==> config.mk <==
export PLATFORM = sky130hd
export DESIGN_NAME = timer_stats_flat
export DESIGN_NICKNAME = d
export VERILOG_FILES = /design/src/rtl/timer_stats_if.sv /design/src/rtl/timer_stats.sv /design/src/flat_wrapper.sv
export SDC_FILE = /design/constraint.sdc
export NUM_CORES = 1
export LEC_CHECK = 0
export ABC_AREA = 1
export CORE_ASPECT_RATIO = 0.7
export CORE_UTILIZATION = 46
export DETAILED_ROUTE_END_ITERATION = 7
export GPL_TIMING_DRIVEN = 0
export PLACE_DENSITY = 0.73
export SYNTH_ARGS = -nofsm -noshare
export SYNTH_HDL_FRONTEND = slang
export SYNTH_SLANG_ARGS = --single-unit
==> constraint.sdc <==
create_clock -name clk -period 5.8 [get_ports clk]
set_input_delay 1.74 -clock clk [delete_from_list [all_inputs] [get_ports clk]]
set_output_delay 1.74 -clock clk [all_outputs]
set_load 0.01 [all_outputs]
==> src/rtl/timer_stats_if.sv <==
// Signal bundle between the cycle timer's strobes/count and the statistics block.
// master drives strobes, count and readout select; slave is the statistics block.
interface timer_stats_if #(
    parameter int SUM_W = 48,
    parameter int CNT_W = 16
);
    logic [31:0]      timer_in;
    logic             start;
    logic             stop;
    logic             clear;
    logic [2:0]       hist_sel;
    logic             meas_valid;
    logic [31:0]      last_meas;
    logic [31:0]      min_meas;
    logic [31:0]      max_meas;
    logic [SUM_W-1:0] sum_meas;
    logic [CNT_W-1:0] meas_count;
    logic             sum_ovf;
    logic             cnt_ovf;
    logic [15:0]      hist_cnt;

    modport master (
        output timer_in, start, stop, clear, hist_sel,
        input  meas_valid, last_meas, min_meas, max_meas, sum_meas,
               meas_count, sum_ovf, cnt_ovf, hist_cnt
    );

    modport slave (
        input  timer_in, start, stop, clear, hist_sel,
        output meas_valid, last_meas, min_meas, max_meas, sum_meas,
               meas_count, sum_ovf, cnt_ovf, hist_cnt
    );
endinterface

==> src/rtl/timer_stats.sv <==
// Captures completed cycle-timer measurements and keeps last/min/max/sum/count stats.
// Optional 8-bin histogram enabled by defining TIMER_STATS_HIST_EN.
module timer_stats #(
    parameter int SUM_W     = 48,
    parameter int CNT_W     = 16,
    parameter int BIN_SHIFT = 4
) (
    input  logic         clk,
    input  logic         rst,
    timer_stats_if.slave bus
);
    typedef enum logic {
        ST_IDLE = 1'b0,
        ST_RUN  = 1'b1
    } state_t;

    state_t           state_reg, state_next;
    logic             stop_d_reg, stop_d_next;
    logic             valid_reg;
    logic [31:0]      last_reg, last_next;
    logic [31:0]      min_reg, min_next;
    logic [31:0]      max_reg, max_next;
    logic [SUM_W-1:0] sum_reg, sum_next;
    logic [CNT_W-1:0] cnt_reg, cnt_next;
    logic             sum_ovf_reg, sum_ovf_next;
    logic             cnt_ovf_reg, cnt_ovf_next;
    logic [SUM_W:0]   sum_ext;
    logic [31:0]      m;

    assign m       = bus.timer_in;
    assign sum_ext = {1'b0, sum_reg} + (SUM_W+1)'(m);

    // Run tracking mirrors the upstream timer; start while idle wins over stop.
    always_ff @(posedge clk) begin
        if (rst) begin
            state_reg  <= ST_IDLE;
            stop_d_reg <= 1'b0;
        end else begin
            state_reg  <= state_next;
            stop_d_reg <= stop_d_next;
        end
    end

    always_comb begin
        state_next  = state_reg;
        stop_d_next = 1'b0;
        case (state_reg)
            ST_IDLE: begin
                if (bus.start) state_next = ST_RUN;
            end
            ST_RUN: begin
                if (bus.stop) begin
                    state_next  = ST_IDLE;
                    stop_d_next = 1'b1;
                end
            end
            default: state_next = ST_IDLE;
        endcase
    end

    always_comb begin
        last_next    = last_reg;
        min_next     = min_reg;
        max_next     = max_reg;
        sum_next     = sum_reg;
        cnt_next     = cnt_reg;
        sum_ovf_next = sum_ovf_reg;
        cnt_ovf_next = cnt_ovf_reg;
        if (stop_d_reg) begin
            last_next = m;
            min_next  = (m < min_reg) ? m : min_reg;
            max_next  = (m > max_reg) ? m : max_reg;
            if (sum_ext[SUM_W]) begin
                sum_next     = '1;
                sum_ovf_next = 1'b1;
            end else begin
                sum_next = sum_ext[SUM_W-1:0];
            end
            if (&cnt_reg) begin
                cnt_ovf_next = 1'b1;
            end else begin
                cnt_next = cnt_reg + 1'b1;
            end
        end
        // Clear overrides a coincident capture.
        if (bus.clear) begin
            last_next    = '0;
            min_next     = '1;
            max_next     = '0;
            sum_next     = '0;
            cnt_next     = '0;
            sum_ovf_next = 1'b0;
            cnt_ovf_next = 1'b0;
        end
    end

    always_ff @(posedge clk) begin
        if (rst) begin
            valid_reg   <= 1'b0;
            last_reg    <= '0;
            min_reg     <= '1;
            max_reg     <= '0;
            sum_reg     <= '0;
            cnt_reg     <= '0;
            sum_ovf_reg <= 1'b0;
            cnt_ovf_reg <= 1'b0;
        end else begin
            valid_reg   <= stop_d_reg;
            last_reg    <= last_next;
            min_reg     <= min_next;
            max_reg     <= max_next;
            sum_reg     <= sum_next;
            cnt_reg     <= cnt_next;
            sum_ovf_reg <= sum_ovf_next;
            cnt_ovf_reg <= cnt_ovf_next;
        end
    end

    assign bus.meas_valid = valid_reg;
    assign bus.last_meas  = last_reg;
    assign bus.min_meas   = min_reg;
    assign bus.max_meas   = max_reg;
    assign bus.sum_meas   = sum_reg;
    assign bus.meas_count = cnt_reg;
    assign bus.sum_ovf    = sum_ovf_reg;
    assign bus.cnt_ovf    = cnt_ovf_reg;

`ifdef TIMER_STATS_HIST_EN
    logic [31:0] shifted;
    logic [2:0]  bin_idx;
    logic [7:0]  bin_hit;
    logic [15:0] bin_reg [8];
    logic [15:0] hist_reg;

    assign shifted = m >> BIN_SHIFT;
    assign bin_idx = (shifted < 32'd8) ? shifted[2:0] : 3'd7;

    for (genvar gi = 0; gi < 8; gi++) begin : g_hit
        assign bin_hit[gi] = stop_d_reg && (bin_idx == 3'(gi));
    end

    always_ff @(posedge clk) begin
        if (rst) begin
            hist_reg <= '0;
        end else begin
            hist_reg <= bin_reg[bus.hist_sel];
        end
        for (int i = 0; i < 8; i++) begin
            if (rst || bus.clear) begin
                bin_reg[i] <= '0;
            end else if (bin_hit[i] && !(&bin_reg[i])) begin
                bin_reg[i] <= bin_reg[i] + 16'd1;
            end
        end
    end

    assign bus.hist_cnt = hist_reg;
`else
    localparam int unused_bin_shift = BIN_SHIFT;
    logic unused_hist_sel;
    assign unused_hist_sel = ^bus.hist_sel;
    assign bus.hist_cnt    = '0;
`endif
endmodule

==> src/flat_wrapper.sv <==
// flat-port wrapper written by rule: the top's interface ports become plain ports
module timer_stats_flat 
#(
    parameter int SUM_W     = 48,
    parameter int CNT_W     = 16,
    parameter int BIN_SHIFT = 4
)
  (clk, rst, bus_timer_in, bus_start, bus_stop, bus_clear, bus_hist_sel, bus_meas_valid, bus_last_meas, bus_min_meas, bus_max_meas, bus_sum_meas, bus_meas_count, bus_sum_ovf, bus_cnt_ovf, bus_hist_cnt);
  timer_stats_if #(.SUM_W(SUM_W), .CNT_W(CNT_W)) bus_i ();
  input  logic clk;
  input  logic rst;
  input wire logic [$bits(bus_i.timer_in)-1:0] bus_timer_in;
  input wire logic [$bits(bus_i.start)-1:0] bus_start;
  input wire logic [$bits(bus_i.stop)-1:0] bus_stop;
  input wire logic [$bits(bus_i.clear)-1:0] bus_clear;
  input wire logic [$bits(bus_i.hist_sel)-1:0] bus_hist_sel;
  output wire logic [$bits(bus_i.meas_valid)-1:0] bus_meas_valid;
  output wire logic [$bits(bus_i.last_meas)-1:0] bus_last_meas;
  output wire logic [$bits(bus_i.min_meas)-1:0] bus_min_meas;
  output wire logic [$bits(bus_i.max_meas)-1:0] bus_max_meas;
  output wire logic [$bits(bus_i.sum_meas)-1:0] bus_sum_meas;
  output wire logic [$bits(bus_i.meas_count)-1:0] bus_meas_count;
  output wire logic [$bits(bus_i.sum_ovf)-1:0] bus_sum_ovf;
  output wire logic [$bits(bus_i.cnt_ovf)-1:0] bus_cnt_ovf;
  output wire logic [$bits(bus_i.hist_cnt)-1:0] bus_hist_cnt;
  assign bus_i.timer_in = bus_timer_in;
  assign bus_i.start = bus_start;
  assign bus_i.stop = bus_stop;
  assign bus_i.clear = bus_clear;
  assign bus_i.hist_sel = bus_hist_sel;
  assign bus_meas_valid = bus_i.meas_valid;
  assign bus_last_meas = bus_i.last_meas;
  assign bus_min_meas = bus_i.min_meas;
  assign bus_max_meas = bus_i.max_meas;
  assign bus_sum_meas = bus_i.sum_meas;
  assign bus_meas_count = bus_i.meas_count;
  assign bus_sum_ovf = bus_i.sum_ovf;
  assign bus_cnt_ovf = bus_i.cnt_ovf;
  assign bus_hist_cnt = bus_i.hist_cnt;
  timer_stats #(.SUM_W(SUM_W), .CNT_W(CNT_W), .BIN_SHIFT(BIN_SHIFT)) u_core (.clk(clk), .rst(rst), .bus(bus_i));
endmodule
; After elaboration in Yosys (flattened, before gate mapping)
; Cells that the tools add are included.
[op_classes]
reduce_logical = 8
n_bitwise = 2
n_addsub = 2
magnitude_cmp = 2
muxes = 5
[op_table]
columns = cell, count
row1 = 48-bit by 32-bit adder with 49-bit output, 1
row2 = 48-bit 2-to-1 mux, 1
row3 = 32-bit greater-than comparator, 1
row4 = 32-bit < comparator, 1
row5 = 17-bit AND reduction, 1
row6 = "16-bit by 1-bit adder with 16-bit output, second input constant", 1
row7 = 16-bit AND reduction, 1
row8 = 2-bit AND reduction, 4
row9 = 2-bit OR reduction, 2
row10 = 1-bit 2-to-1 mux, 3
row11 = 1-bit inverter, 2
row12 = 1-bit case mux with 2 select lines, 1
[totals]
in_bits = 40
out_inout_bits = 179
ff_bits = 165
elab_cells = 29

; Logic depth before layout (Yosys ltp)
[logic_depth]
depth_word = 3
depth_mapped = 15
ltp_nobuf = 15

; Least setup slack after synthesis
; Ideal clock, no wire load.
[synth_timing]
path_kind = input to register
startpoint = in bus_timer_in[0]
endpoint = reg u_core.sum_reg[12] (netlist: u_core.bus.sum_meas[12])
setup_ns = 0.122
t_required_ns = 5.678
t_arrival_ns = 3.434
path_stages = 15
path_slack_ns = 2.244
n_path_buf = 1
path_cell_list = ha_1 fa_1 nand3_1 nand3_2 nand2_1 nand3_2 nand2_1 nand2_2 nand2_2 nand2_4 nand2_4 nand2_8 inv_6 buf_6 a21oi_2
[synth_between]
elab_chain_len = 2
[synth_lines]
columns = element, line_no
row1 = "start, declared", flat_wrapper.sv:12  ; input wire logic [$bits(bus_i.timer_in)-1:0] bus_timer_in;
row2 = 48-bit by 32-bit adder with 49-bit output, timer_stats.sv:31  ; assign sum_ext = {1'b0, sum_reg} + (SUM_W+1)'(m);
row3 = 48-bit 2-to-1 mux, timer_stats.sv:73  ; if (sum_ext[SUM_W]) begin
row4 = "end signal, assigned", timer_stats.sv:112  ; sum_reg <= sum_next;
row5 = "end, declared", timer_stats.sv:23  ; logic [SUM_W-1:0] sum_reg, sum_next;
; No other way between the ends.
; A chain may end at the register's enable or synchronous reset.

; Worst setup path after layout
[layout_timing]
startpoint = in bus_timer_in[31]
endpoint = reg u_core.max_reg[0] (netlist: u_core.bus.max_meas[0])
[layout_between]
elab_chain_len = 2
[layout_lines]
columns = element, line_no
row1 = 32-bit greater-than comparator, timer_stats.sv:72  ; max_next = (m > max_reg) ? m : max_reg;
row2 = 2-bit AND reduction (no source line), n/a
row3 = "end signal, assigned", timer_stats.sv:111  ; max_reg <= max_next;
row4 = "end, declared", timer_stats.sv:22  ; logic [31:0] max_reg, max_next;
; No other way between the ends.

==> summary by stage <==
Synth
The number of instances in the synthesized netlist is ~1700. For this run, asynchronously set or reset flops after synthesis account for 0%. Sequential elements use 30.1% of the synthesized area. For this run, the number of Yosys warnings is 0.

The synthesized netlist contains 44 unique library cells. The synthesized design contains 165 register bits. Among all flip-flop cells after synthesis, the most frequent one is sky130_fd_sc_hd__dfxtp_1. In this run the biggest area consumer among cell types represents 30.1% of the synthesized area. The biggest area consumer among synthesized cells is sky130_fd_sc_hd__dfxtp_1.

The summed instance area of the synthesized netlist is roughly 11000 µm². By area the synthesized netlist is led by sky130_fd_sc_hd__dfxtp_1, sky130_fd_sc_hd__nand2_1, sky130_fd_sc_hd__ha_1, sky130_fd_sc_hd__inv_1, sky130_fd_sc_hd__a21oi_1. The post-synthesis average cell area is 6.57 µm². The count of flip-flops with a built-in enable after synthesis is 0.

Floorplan
The floorplan step defined a die boundary enclosing around 24000 µm². The I/O pin count is 219. The die boundary width is approximately 190 µm. The core footprint is 23000 µm². The row count is 46. The effective utilization at floorplan is a little under half. The die height is 131 µm.

STA
Setup repair after global routing left no endpoint under its margin. The number of failing hold endpoints at the final stage is 0. The post-route worst setup slack is roughly 1700 ps.

For the final database, setup skew stands at around 13 ps. The number of setup violations in the final report is 0. The total negative slack is 0 ps. The number of slew-limit violations in the final report is 0. Measured against its own limit, the worst slew margin works out to between 40% and 50%.

After layout, the worst path uses a little under three quarters of the clock period. The clock period could shrink to ~4000 ps. The transition time at the pin with the least slew margin is slightly below 800 ps. The highest achievable clock rate is approximately 240 MHz. On the final layout, the worst hold slack is approximately 450 ps.

Place
The routability congestion estimate is between 0.9 and 1. The count of buffers inserted at the top-level ports is approximately 200. Summed over all nets, the half-perimeter wirelength after detailed placement is roughly 30 mm. The placement-stage worst setup slack is roughly 1300 ps. Once placement finished, the instance area stood at about 13000 µm².

The number of cells in the design after placement is roughly 2200.

Critical path
The path depth of the worst reg2reg path is 15. Data on the critical path is required at its endpoint by 6150 ps. The endpoint arrival time on the critical path is approximately 4500 ps.

In this run the critical register-to-register path is captured at u_core.bus.sum_meas[17]$_SDFFE_PP0P_. The startpoint identified for the worst register-to-register timing path is u_core.bus.sum_meas[0]$_SDFFE_PP0P_. The largest fanout on the critical path is 10. The worst setup path is launched from an input pin. The worst register-to-register path has a setup slack of roughly 3200 ps. The kind of end point of the critical path is a register. The worst setup path is of the in -> reg kind.

Min path
The hold path depth is 2. The hold path startpoint is u_core.bus.sum_ovf$_SDFFE_PP0P_. The path class of the tightest hold or removal check is reg -> reg.

The path with the worst hold slack has its endpoint at u_core.bus.sum_ovf$_SDFFE_PP0P_.

Final layout
The final design utilization is 60.8%. The layout cell share with drive strength beyond 1 is 5.54%. The number of antenna diodes in the final layout is 0. Leaving out fill and tap cells, the most frequent cell in the layout is sky130_fd_sc_hd__nand2_1. In the layout the commonest cells are sky130_fd_sc_hd__nand2_1, sky130_fd_sc_hd__inv_1, sky130_fd_sc_hd__clkdlybuf4s50_1. The final net count is about 2000. The register with the most flip-flops in the layout has 48 of them.

The finished layout holds about 2200 standard cells, fillers aside. The finished cells cover 14000 µm². The area added between synthesis and finish is 27.6%.

Power and ir drop
The worst IR drop on VDD is about 0.00021 V. The cell area power density is 195 nW/µm². The leakage power total is 6.44 nW. The overall power is 2.73 mW.

Drt
The remaining design rule violation count is 0. The first-pass iteration count of the detailed router is 5. Detailed routing inserted a total of roughly 12000 vias.

The routed length per instance is 16.9 µm. For this block, the routed nets add up to between 30 and 40 mm of wire. Using the TritonRoute via totals, the vias-per-cell ratio works out to 5.34.

For this block, the initial DRC count from the detailed router was approximately 940. The remaining antenna violation count after routing is 0.

GRT
The number of antenna violations at the first check in global routing is 0. The first global-routing pass estimated between 50 and 60 mm of wire. The via count of the first global-routing pass came to between 10000 and 15000. The total overflow left after global routing is 0. Entering global routing, the biggest net connects 17 pins. The total track usage is a little under a third.

Clock network
The TritonCTS clock tree is done. The clock sink total is 165. Clock-pin slew was measured on the worst setup and hold paths at roughly 70 ps.

The count of cells resized by post-cts repair is 0. The root cell of the clock tree is sky130_fd_sc_hd__clkbuf_16. The largest buffer count on any clock path is 2.

Clock tree synthesis inserted a total of 17 buffers. The hold-fix buffer count after cts is 0. The insertion delay of the later-clocked pin in the worst-skew pair is roughly 450 ps. The post-CTS setup-driven buffer insertion count is 0.

The maximum level of the CTS H-tree is 4.

Outcome
The flow ran to the end, and the final reports show no timing, DRC or antenna violations.

Run
Max-cap violations in this run came to 0.
==> worst max path at each step <==
stage | slack [ps] | to | start | cells after the start
finish | 1680 | u_core.bus.max_meas[0]$_SDFFE_PP0P_ | bus_timer_in[31] | 11
global route | 1540 | u_core.bus.min_meas[16]$_SDFFE_PP1P_ | bus_timer_in[25] | 11
CTS | 1710 | u_core.bus.max_meas[0]$_SDFFE_PP0P_ | bus_timer_in[31] | 11
detailed placement | 1260 | u_core.bus.max_meas[0]$_SDFFE_PP0P_ | bus_timer_in[31] | 11
global placement | 1250 | u_core.bus.max_meas[0]$_SDFFE_PP0P_ | bus_timer_in[31] | 11
floorplan | 2240 | u_core.bus.sum_meas[12]$_SDFFE_PP0P_ | bus_timer_in[0] | 15
==> cell usage after synthesis (all sizes together), types with 19 or more instances <==
| cell | count |
|---|---|
| buf | 44 |
| nand4 | 44 |
| o21ai | 71 |
| inv | 230 |
| nor2 | 177 |
| nand2 | 421 |
| nor3 | 19 |
| clkbuf | 31 |
| ha | 96 |
| dfxtp | 165 |
| nand3b | 24 |
| nand3 | 113 |
| a21oi | 175 |
==> report_power, final <==
part / switching (mW) / internal (mW) / total (mW)
logic: 0.243 / 0.140 / 0.383
registers: 0.0130 / 1.15 / 1.16
clock network: 0.554 / 0.630 / 1.18
==> layout make-up <==
class / count / area (µm²)
fillers: 2178 / 9030
multi-input cells: 1212 / 6450
flip-flops and latches: 165 / 3300
repair buffers: 199 / 1990
inverters: 230 / 868
clock buffers: 19 / 453
plain buffers: 75 / 397
well taps: 312 / 390
clock inverters: 13 / 136
==> cell families (layout without fill, tap and decap cells) <==
logic type / count (synthesis) / in the layout / share of synthesized area, %
AO/OA/AOI/OAI: 262 / 262 / 13.0
XOR/XNOR: 23 / 23 / 1.84
adder cells (fa/ha/maj): 97 / 97 / 11.1
buffers and inverters: 305 / 536 / 11.5
flip-flops: 165 / 165 / 30.1
other: 1 / 16 / 0.0342
AND/OR/NAND/NOR: 814 / 814 / 32.3
==> metal layers <==
metal	global-route usage, %	wire length (µm)	up-vias
li1	-	-	5853
met1	44.2	18200	5465
met2	45.2	15400	521
met3	5.98	3480	41
met4	6.42	528	0
met5	0	0	-
==> worst max-delay path, stage by stage <==
cell                              delay, ps
sky130_fd_sc_hd__clkdlybuf4s50_1        840
sky130_fd_sc_hd__ha_1                   360
sky130_fd_sc_hd__nand2_1                 80
sky130_fd_sc_hd__nor2_1                  60
sky130_fd_sc_hd__nand2_1                130
sky130_fd_sc_hd__nor4_2                  60
sky130_fd_sc_hd__a21oi_1                580
sky130_fd_sc_hd__buf_2                  360
sky130_fd_sc_hd__nand3_1                130
sky130_fd_sc_hd__nand2_1                 80
sky130_fd_sc_hd__nor2_1                  40
No activity file was read; power rests on OpenSTA's default activity.
